$ cat config.mk
export PLATFORM = sky130hd
export DESIGN_NAME = press_run_counter
export DESIGN_NICKNAME = d
export VERILOG_FILES = /design/src/rtl/press_run_counter.sv
export SDC_FILE = /design/constraint.sdc
export NUM_CORES = 1
export LEC_CHECK = 0
export ABC_AREA = 0
export BUFFER_PORTS_ARGS = -buffer_cell sky130_fd_sc_hd__buf_2
export CORE_AREA = 2 2 45 47
export DETAILED_ROUTE_END_ITERATION = 8
export DIE_AREA = 0 0 47 49
export MAX_ROUTING_LAYER = met4
export PLACE_DENSITY = 0.77
export SYNTH_ARGS = -nofsm -noshare
export SYNTH_HDL_FRONTEND = slang
export SYNTH_SLANG_ARGS = --single-unit
$ cat constraint.sdc
create_clock -name clk -period 1.9 [get_ports clk]
set_input_delay 0.285 -clock clk [delete_from_list [all_inputs] [get_ports clk]]
set_output_delay 0.285 -clock clk [all_outputs]
set_load 0.05 [all_outputs]
$ cat src/rtl/press_run_counter.sv
// press_run_counter
//   Push-button run/stop counter. The raw button is synchronised and
//   debounced. Each accepted press toggles run/stop. Holding the button
//   long enough clears the count and stops the counter. While running,
//   the count steps up or down once per PRESCALE cycles, and either wraps
//   or saturates at 0 / MAX_COUNT.
// Ports
//   clk, rst     clock, synchronous active-high reset
//   press        raw asynchronous button, active-high
//   dir          0 = up, 1 = down, sampled on each tick
//   count        current count (0..MAX_COUNT)
//   running      counting enabled
//   press_event  1-cycle pulse per accepted press
//   long_press   1-cycle pulse when a long hold is detected
//   tc           1-cycle pulse on wrap or saturate hit
module press_run_counter #(
  parameter int WIDTH             = 4,
  parameter int MAX_COUNT         = 2**WIDTH-1,
  parameter int DEBOUNCE_CYCLES   = 4,
  parameter int LONG_PRESS_CYCLES = 16,
  parameter int PRESCALE          = 1,
  parameter int SATURATE          = 0
) (
  input  logic             clk,
  input  logic             rst,
  input  logic             press,
  input  logic             dir,
  output logic [WIDTH-1:0] count,
  output logic             running,
  output logic             press_event,
  output logic             long_press,
  output logic             tc
);

  localparam int DW = $clog2(DEBOUNCE_CYCLES + 1);
  localparam int HW = $clog2(LONG_PRESS_CYCLES + 2);
  localparam int PW = $clog2(PRESCALE + 1);
  localparam logic [WIDTH-1:0] MAXV  = WIDTH'(MAX_COUNT);
  localparam logic [DW-1:0]    DLAST = DW'(DEBOUNCE_CYCLES - 1);
  localparam logic [HW-1:0]    HLONG = HW'(LONG_PRESS_CYCLES);
  // Hold counter parks one past the long threshold so the pulse never repeats.
  localparam logic [HW-1:0]    HSAT  = HW'(LONG_PRESS_CYCLES + 1);
  localparam logic [PW-1:0]    PLAST = PW'(PRESCALE - 1);

  typedef enum logic {ST_STOP, ST_RUN} state_t;

  state_t           state_q, state_d;
  logic             ps1_q, ps1_d, ps2_q, ps2_d;
  logic             db_q, db_d, db_dly_q, db_dly_d;
  logic [DW-1:0]    deb_cnt_q, deb_cnt_d;
  logic [HW-1:0]    hold_q, hold_d;
  logic [PW-1:0]    pre_q, pre_d;
  logic [WIDTH-1:0] count_q, count_d;
  logic             press_event_q, press_event_d;
  logic             long_press_q, long_press_d;
  logic             tc_q, tc_d;

  logic run_int, rise, long_evt, tick, at_limit, sat_hit;

  assign rise     = db_q & ~db_dly_q;
  assign long_evt = db_q && (hold_q == HLONG);
  assign tick     = run_int && (pre_q == PLAST);
  assign at_limit = dir ? (count_q == '0) : (count_q == MAXV);
  // A saturate stop only counts when no clear or toggle wins the cycle.
  assign sat_hit  = tick && at_limit && (SATURATE != 0) && !rise && !long_evt;

  // FSM: state register
  always_ff @(posedge clk) begin
    if (rst) state_q <= ST_STOP;
    else     state_q <= state_d;
  end

  // FSM: next state
  always_comb begin
    state_d = state_q;
    case (state_q)
      ST_STOP: if (rise && !long_evt) state_d = ST_RUN;
      ST_RUN:  if (long_evt || rise || sat_hit) state_d = ST_STOP;
      default: state_d = ST_STOP;
    endcase
  end

  // FSM: outputs
  always_comb begin
    run_int = (state_q == ST_RUN);
  end

  // Datapath next state
  always_comb begin
    ps1_d     = press;
    ps2_d     = ps1_q;
    db_d      = db_q;
    deb_cnt_d = '0;
    if (ps2_q != db_q) begin
      if (deb_cnt_q == DLAST) db_d = ps2_q;
      else                    deb_cnt_d = deb_cnt_q + 1'b1;
    end
    db_dly_d = db_q;

    hold_d = '0;
    if (db_q) hold_d = (hold_q == HSAT) ? hold_q : hold_q + 1'b1;

    press_event_d = rise;
    long_press_d  = long_evt;
    tc_d          = 1'b0;
    count_d       = count_q;

    if (!run_int || tick) pre_d = '0;
    else                  pre_d = pre_q + 1'b1;

    if (long_evt) begin
      count_d = '0;
      pre_d   = '0;
    end else if (rise) begin
      // Toggle owns the cycle: no step, no tc.
      pre_d = '0;
    end else if (tick) begin
      if (!at_limit) begin
        count_d = dir ? count_q - 1'b1 : count_q + 1'b1;
      end else begin
        tc_d = 1'b1;
        if (SATURATE == 0) count_d = dir ? MAXV : '0;
      end
    end
  end

  always_ff @(posedge clk) begin
    if (rst) begin
      ps1_q         <= 1'b0;
      ps2_q         <= 1'b0;
      db_q          <= 1'b0;
      db_dly_q      <= 1'b0;
      deb_cnt_q     <= '0;
      hold_q        <= '0;
      pre_q         <= '0;
      count_q       <= '0;
      press_event_q <= 1'b0;
      long_press_q  <= 1'b0;
      tc_q          <= 1'b0;
    end else begin
      ps1_q         <= ps1_d;
      ps2_q         <= ps2_d;
      db_q          <= db_d;
      db_dly_q      <= db_dly_d;
      deb_cnt_q     <= deb_cnt_d;
      hold_q        <= hold_d;
      pre_q         <= pre_d;
      count_q       <= count_d;
      press_event_q <= press_event_d;
      long_press_q  <= long_press_d;
      tc_q          <= tc_d;
    end
  end

  assign count       = count_q;
  assign running     = run_int;
  assign press_event = press_event_q;
  assign long_press  = long_press_q;
  assign tc          = tc_q;

endmodule

==> summary.md, run 1 <==
| Metric | Value |
|---|---|
| Ports | 12 |
| Crit path DAT | 1.66 ns |
| H-tree levels | 1 |
| Period utilization | 76.3% |
| Biggest register | hold_q |
| Area Growth Syn to Fin | 12.3% |
| Maxcap violations | 0 |
| Clock Latency Late Sink | 0.30 ns |
| Wirelength per Cell | 10.3 um |
| Number of global-route vias before repair | 609 |
| Final setup vio count | 0 |
| Register bit total from synthesis | 21 |
| Critical-path cell list | inv_1 > fa_1 > nand2b_1 > a221oi_2 |
| Largest area contributor in the netlist | dfxtp_1 |
| Number of remaining DRC errors | 0 |
| Synthesized area per cell | 9.98 um2 |
| R2r setup slk | 0.45 ns |
| Number of synthesized flops with an enable pin | 0 |
| Die height | 49 um |
| Die footprint | 2300 um2 |
| Buffer depth of the longest clock path | 2 |
| YS warnings | 0 |
| CP Max Fanout | 5 |
| Primary FF master, synth | dfxtp_1 |
| Max-slew violations | 0 |
| Asr flop ratio synth | 0% |
| Top cells by area, synth | dfxtp_1 45%, ha_1 9.3%, xnor2_1 5.6%, nor2_1 5.2%, inv_1 3.2% |
| Syn Inst Count | 94 |
| Placed Area | 1030 um2 |
| Max FFs per register | 5 |
| Yosys cell types | 28 |
| P_leak | 0.000436 uW |
| Final setup margin | 0.450 ns |
| Number of port buffers | 11 |
| Critical Path Start | count[0] |
| Initial Utilization | 51.0% |
| Status | complete, no violations |
| Critical Path End | count[1] |
| Antenna violations before repair | 0 |
| GP Congestion | 0.786 |
| Clock skew | 0.00523 ns |
| Cell Pwr Density | 637 nW/um2 |
| First-pass GRT wire length | 2.46 mm |
| TritonRoute pass-1 iters | 3 |
| Gr ovfl total | 0 |
| Design Area, Final | 1050 um2 |
| Post-synth top area share | 44.8% |
| Place WS | 0.426 ns |
| Sequential share of the synthesized area | 44.8% |
| Hold Path Origin | press |
| Drt total wl | 1.40 mm |
| # rows | 16 |
| Maximum vdd ir drop | 484 uV |
| Share of cells above drive strength 1 | 21.1% |
| Hold_buf cts | 0 |
| Final hold viol count | 0 |
| CTS root buf | clkbuf_4 |
| Ant diodes | 0 |
| CP Capture Type | register |
| Syn Nets | 106 |
| Total number of vias | 640 |
| Top-count cell post-synth | dfxtp_1 |
| GRT Overall Usage | 15.3% |
| Post-Route Setup TNS | 0 ns |
| WS Path Type | register to register |
| Clock Sinks | 21 |
| Worst r2r path cells | 4 |
| Vias per cell | 4.71 |
| Mapped Area | 938 um2 |
| RSZ-0062 raised after global routing | false |
| Max stage delay on crit path | 0.45 ns |
| Post-CTS Resized | 0 |
| CTS tree | done |
| Post-DP HPWL | 1.12 mm |
| R2r endpoint | count[1] |
| Clock slew at reported path FFs | 0.10 ns |
| Total CTS buffers | 3 |
| Min Tclk post-route | 1.45 ns |
| Worst path required time | 2.11 ns |
| Max Fclk | 0.690 GHz |
| Fin cells | 136 |
| Crit Reg-Reg Startpoint | count[0] |
| Hold_ws | 0.197 ns |
| Die W | 47 um |
| Largest net degree at the start of global routing | 12 |
| Dpl cells | 132 |
| List of most frequent post-synthesis cells | 21 x dfxtp_1, 13 x nor2_1, 8 x inv_1 |
| CORE AREA | 1840 um2 |
| Startpoint types | register |
| DRT iter0 DRCs | 5 |
| CP max stage cell | fa_1 |
| Post-CTS Setup Inserts | 0 |
| Antenna-violating nets left | 0 |
| Fin nets | 122 |
| Worst hold path type | input pin to register |
-- cells in the final DEF (no fill, tap or decap), drive strengths merged, types with 2 or more instances in the layout --
master	instances
dfxtp	21
nor2	13
buf	11
inv	9
ha	7
xnor2	6
nand3	5
nand2	5
clkbuf	4
a21oi	3
xor2	3
and3	3
a211oi	3
nor2b	3
nor3b	2
-- critical path, delay by kind of cell (launching register included) --
family          cells  cell delay (ns)
buf+inv             1             0.10
compound gates      1             0.23
flops               1             0.43
simple gates        1             0.16
fa+ha+maj           1             0.45
-- area by class of cell --
class                           instances  area, um2
Sequential cell                        21        420
Timing Repair Buffer                   11       55.1
Clock buffer                            4       26.3
Multi-Input combinational cell         64        484
Fill cell                             182        788
Inverter                                9       33.8
Tap cell                               27       33.8
-- routing by layer --
metal	share of wire, %	track usage, %	wire length (um)	vias to the layer above
li1	-	-	-	342
met1	43	16.9	603	285
met2	51	24.7	708	9
met3	2.7	3.33	38	4
met4	3.4	8.33	48	0
met5	0	-	0	-
-- metrics by stage --
stage	power [uW]	util [%]
floorplan	472	-
global placement	479	55.8
detailed placement	480	55.8
CTS	682	57.2
global route	701	57.2
finish	671	57.2
-- worst min path at each step --
stage | endpoint | cells past startpoint
after floorplan | ps1_q | 1
after CTS | ps1_q | 2
after global placement | deb_cnt_q[0] | 1
after global routing | ps1_q | 2
after detailed placement | deb_cnt_q[0] | 1
final | ps1_q | 2
-- cell families after synthesis --
kind of cell               share of synthesized area, %
buffers and inverters                              3.60
AOI/OAI and AO/OA                                  8.13
other                                             0.400
adders and majority gates                          11.5
xor gates and xnor gates                           8.40
muxes                                              1.07
DFF                                                44.8
and+or+nand+nor                                    22.1
-- report_power, final --
group	internal (uW)	leakage [uW]	switching [uW]
Combinational	10.8	0.000251	13.2
Clock	81.8	0.0000150	120
Sequential	444	0.000170	2.01
Note: power is estimated with default switching activity, not from simulation.
==> inputs of run 2 (changes only) <==
ABC_AREA = 1   (was 0)
CORE_AREA = 2 2 48 50   (was 2 2 45 47)
DIE_AREA = 0 0 50 52   (was 0 0 47 49)
PLACE_DENSITY = 0.73   (was 0.77)
clock period = 1.3 ns   (was 1.9 ns; I/O delays follow)
==> run 2 against run 1 <==
Clock skew is essentially flat; synthesized area grew 2.3%; total power is 46% higher; core utilization is 4.6 points lower; synthesized cell count rose by 30%; highest routed layer unchanged; critical path depth increased by 1; critical path type unchanged; cell area grew 5.2%.
==> summary.md, run 2 <==
| Metric | Value |
|---|---|
| Die W | 50 um (+6.4%) |
| Number of synthesized flops with an enable pin | 0 (unchanged) |
| Mux cell area share after synthesis | 0% (-1.1 points) |
| Post-synth top area share | 43.8% (-0.99 points) |
| Commonest cells after routing, fill and taps aside | 18 x inv_1, 18 x nand2_1, 17 x nor2_1, 15 x dfxtp_1, 11 x buf_2 |
| Yosys cell types | 22 (-21%) |
| Met3 wire length | 58 um (+53%) |
| Fin cells | 165 (+21%) |
| H-tree levels | 1 (unchanged) |
| WP buf/inv | 1 (unchanged) |
| DRT iter0 DRCs | 9 (+4) |
| CP max stage cell | fa_2 |
| GP Congestion | 0.820 (+4.3%) |
| Antenna-violating nets left | 0 (unchanged) |
| Total CTS buffers | 3 (unchanged) |
| # rows | 17 (+1) |
| Number of remaining DRC errors | 0 (unchanged) |
| P_leak | 0.000486 uW (+11%) |
| Post-Route Setup TNS | 0 ns (unchanged) |
| RSZ-0062 raised after global routing | false |
| Final setup vio count | 0 (unchanged) |
| Share of cells above drive strength 1 | 25.5% (+4.4 points) |
| Crit path DAT | 1.44 ns (-0.22 ns) |
| Syn Nets | 134 (+26%) |
| Max-slew violations | 0 (unchanged) |
| Buffer depth of the longest clock path | 2 (unchanged) |
| TritonRoute pass-1 iters | 4 (+1) |
| WS Path Type | register to register |
| Mapped Area | 960 um2 (+2.3%) |
| Total number of vias | 768 (+20%) |
| Maxcap violations | 0 (unchanged) |
| Register bit total from synthesis | 21 (unchanged) |
| Drt total wl | 1.59 mm (+14%) |
| Post-Synth Adder-Cell Area | 11.2% (-0.25 points) |
| Primary FF master, synth | dfxtp_1 |
| Die footprint | 2600 um2 (+13%) |
| Largest net degree at the start of global routing | 12 (unchanged) |
| Clock Sinks | 21 (unchanged) |
| Top cells by area, synth | dfxtp_1 44%, ha_1 9.1%, inv_1 7.8%, nand2_1 7.0%, nor2_1 6.6% |
| Number of global-route vias before repair | 755 (+24%) |
| CTS tree | done |
| Clock skew | 0.00556 ns (+0.000331 ns) |
| Min Tclk post-route | 1.24 ns (-0.209 ns) |
| Clock Latency Late Sink | 0.29 ns (about the same) |
| Critical-path cell list | inv_2 > fa_2 > a21oi_1 > nor2_1 > nor2_1 |
| Initial Utilization | 45.6% (-5.4 points) |
| Clock slew at reported path FFs | 0.11 ns (about the same) |
| Area Growth Syn to Fin | 15.5% |
| Worst hold path type | input pin to register |
| Post-CTS Setup Inserts | 0 (unchanged) |
| Maximum vdd ir drop | 543 uV (+12%) |
| Post-CTS Resized | 0 (unchanged) |
| Period utilization | 95.5% (+19 points) |
| Wirelength per Cell | 9.62 um (-6.4%) |
| Post-DP HPWL | 1.31 mm (+17%) |
| Fin nets | 150 (+23%) |
| Worst path required time | 1.50 ns (-0.61 ns) |
| Biggest register | hold_q |
| List of most frequent post-synthesis cells | 21 x dfxtp_1, 20 x inv_1, 18 x nand2_1 |
| Asr flop ratio synth | 0% (unchanged) |
| Dpl cells | 161 (+22%) |
| Ant diodes | 0 (unchanged) |
| Final hold viol count | 0 (unchanged) |
| Highest routing layer actually used | met4 |
| Die height | 52 um (+6.1%) |
| WL met2 | 857 um (+21%) |
| CORE AREA | 2110 um2 (+14%) |
| Number of port buffers | 11 (unchanged) |
| Startpoint types | register |
| YS warnings | 0 (unchanged) |
| Ports | 12 (unchanged) |
| Area share of xor/xnor cells in the synthesized design | 2.74% (-5.7 points) |
| First-pass GRT wire length | 2.88 mm (+17%) |
| Synthesized area per cell | 7.87 um2 (-21%) |
| Max FFs per register | 5 (unchanged) |
| Syn Inst Count | 122 (+30%) |
| Top delay family on crit path | adder cells |
| Final design utilization | 52.6% (-4.6 points) |
| CTS root buf | clkbuf_4 |
| Max Fclk | 0.806 GHz (+17%) |
| Hold_buf cts | 0 (unchanged) |
| CP Max Fanout | 6 (+1) |
| Max stage delay on crit path | 0.52 ns (+0.07 ns) |
| Most frequent CP cell | nor2_1 |
| GRT Overall Usage | 15.2% (-0.084 points) |
| Met1 Wirelength | 646 um (+7.1%) |
| Sequential share of the synthesized area | 43.8% (-0.99 points) |
| Vias per cell | 4.65 (-1.1%) |
| Synth Area in Compound Gates | 10.3% (+2.2 points) |
| Top-count cell post-synth | dfxtp_1 |
| Simple-gate portion of the synthesized area | 22.6% (+0.42 points) |
| Largest family of logic cells by synthesized area | simple AND/OR/NAND/NOR gates |
| CP Capture Type | register |
| Antenna violations before repair | 0 (unchanged) |
| Gr ovfl total | 0 (unchanged) |
| Largest area contributor in the netlist | dfxtp_1 |
| Cell Pwr Density | 884 nW/um2 (+39%) |
| Status | complete, no violations |
==> run 2: power breakdown <==
| group | switching [uW] | internal, uW |
|---|---|---|
| combinational | 24.1 | 15.7 |
| clock | 179 | 119 |
| sequential | 2.11 | 640 |
==> run 2: layout make-up <==
type	count	area (um2)
Tap cell	28	35.0
Fill cell	210	997
Timing Repair Buffer	11	55.1
Sequential cell	21	438
Multi-Input combinational cell	78	468
Inverter	23	86.3
Clock buffer	4	26.3
==> run 2: metrics by stage <==
stage | total power, uW | setup WS, ns | cell area (um2) | hold slack [ns]
2_1_floorplan | 684 | 0.00578 | 987 | 0.266
3_3_place_gp | 696 | 0.0409 | 1080 | 0.390
3_5_place_dp | 699 | 0.00559 | 1080 | 0.396
4_1_cts | 1000 | 0.0331 | 1100 | 0.0867
5_1_grt | 1030 | 0.00572 | 1110 | 0.0957
6_report | 980 | 0.0586 | 1110 | 0.102
==> run 2: logic make-up after synthesis <==
logic type / Yosys count
and+or+nand+nor: 49
buffers and inverters: 23
DFF: 21
AOI/OAI and AO/OA: 17
adders and majority gates: 8
xor gates and xnor gates: 3
other: 1
==> run 2: path summary, 6_finish.rpt <==
| check | from | to | slack [ns] | depth (start not counted) |
|---|---|---|---|---|
| min | press | ps1_q | 0.10 | 3 |
| max reg2reg | count[0] | count[1] | 0.06 | 5 |
| max | count[0] | count[1] | 0.06 | 5 |
| min reg2reg | ps1_q | ps2_q | 0.41 | 2 |
==> run 2: routing by layer <==
metal,vias to the layer above,track usage (%)
met4,0,6.94
met3,4,3.45
li1,407,-
met5,-,-
met2,11,29.4
met1,346,14.2
==> run 2: tightest hold or removal path, stage by stage <==
cell,delay (ns)
buf_2,0.07
inv_1,0.03
nor2_1,0.06
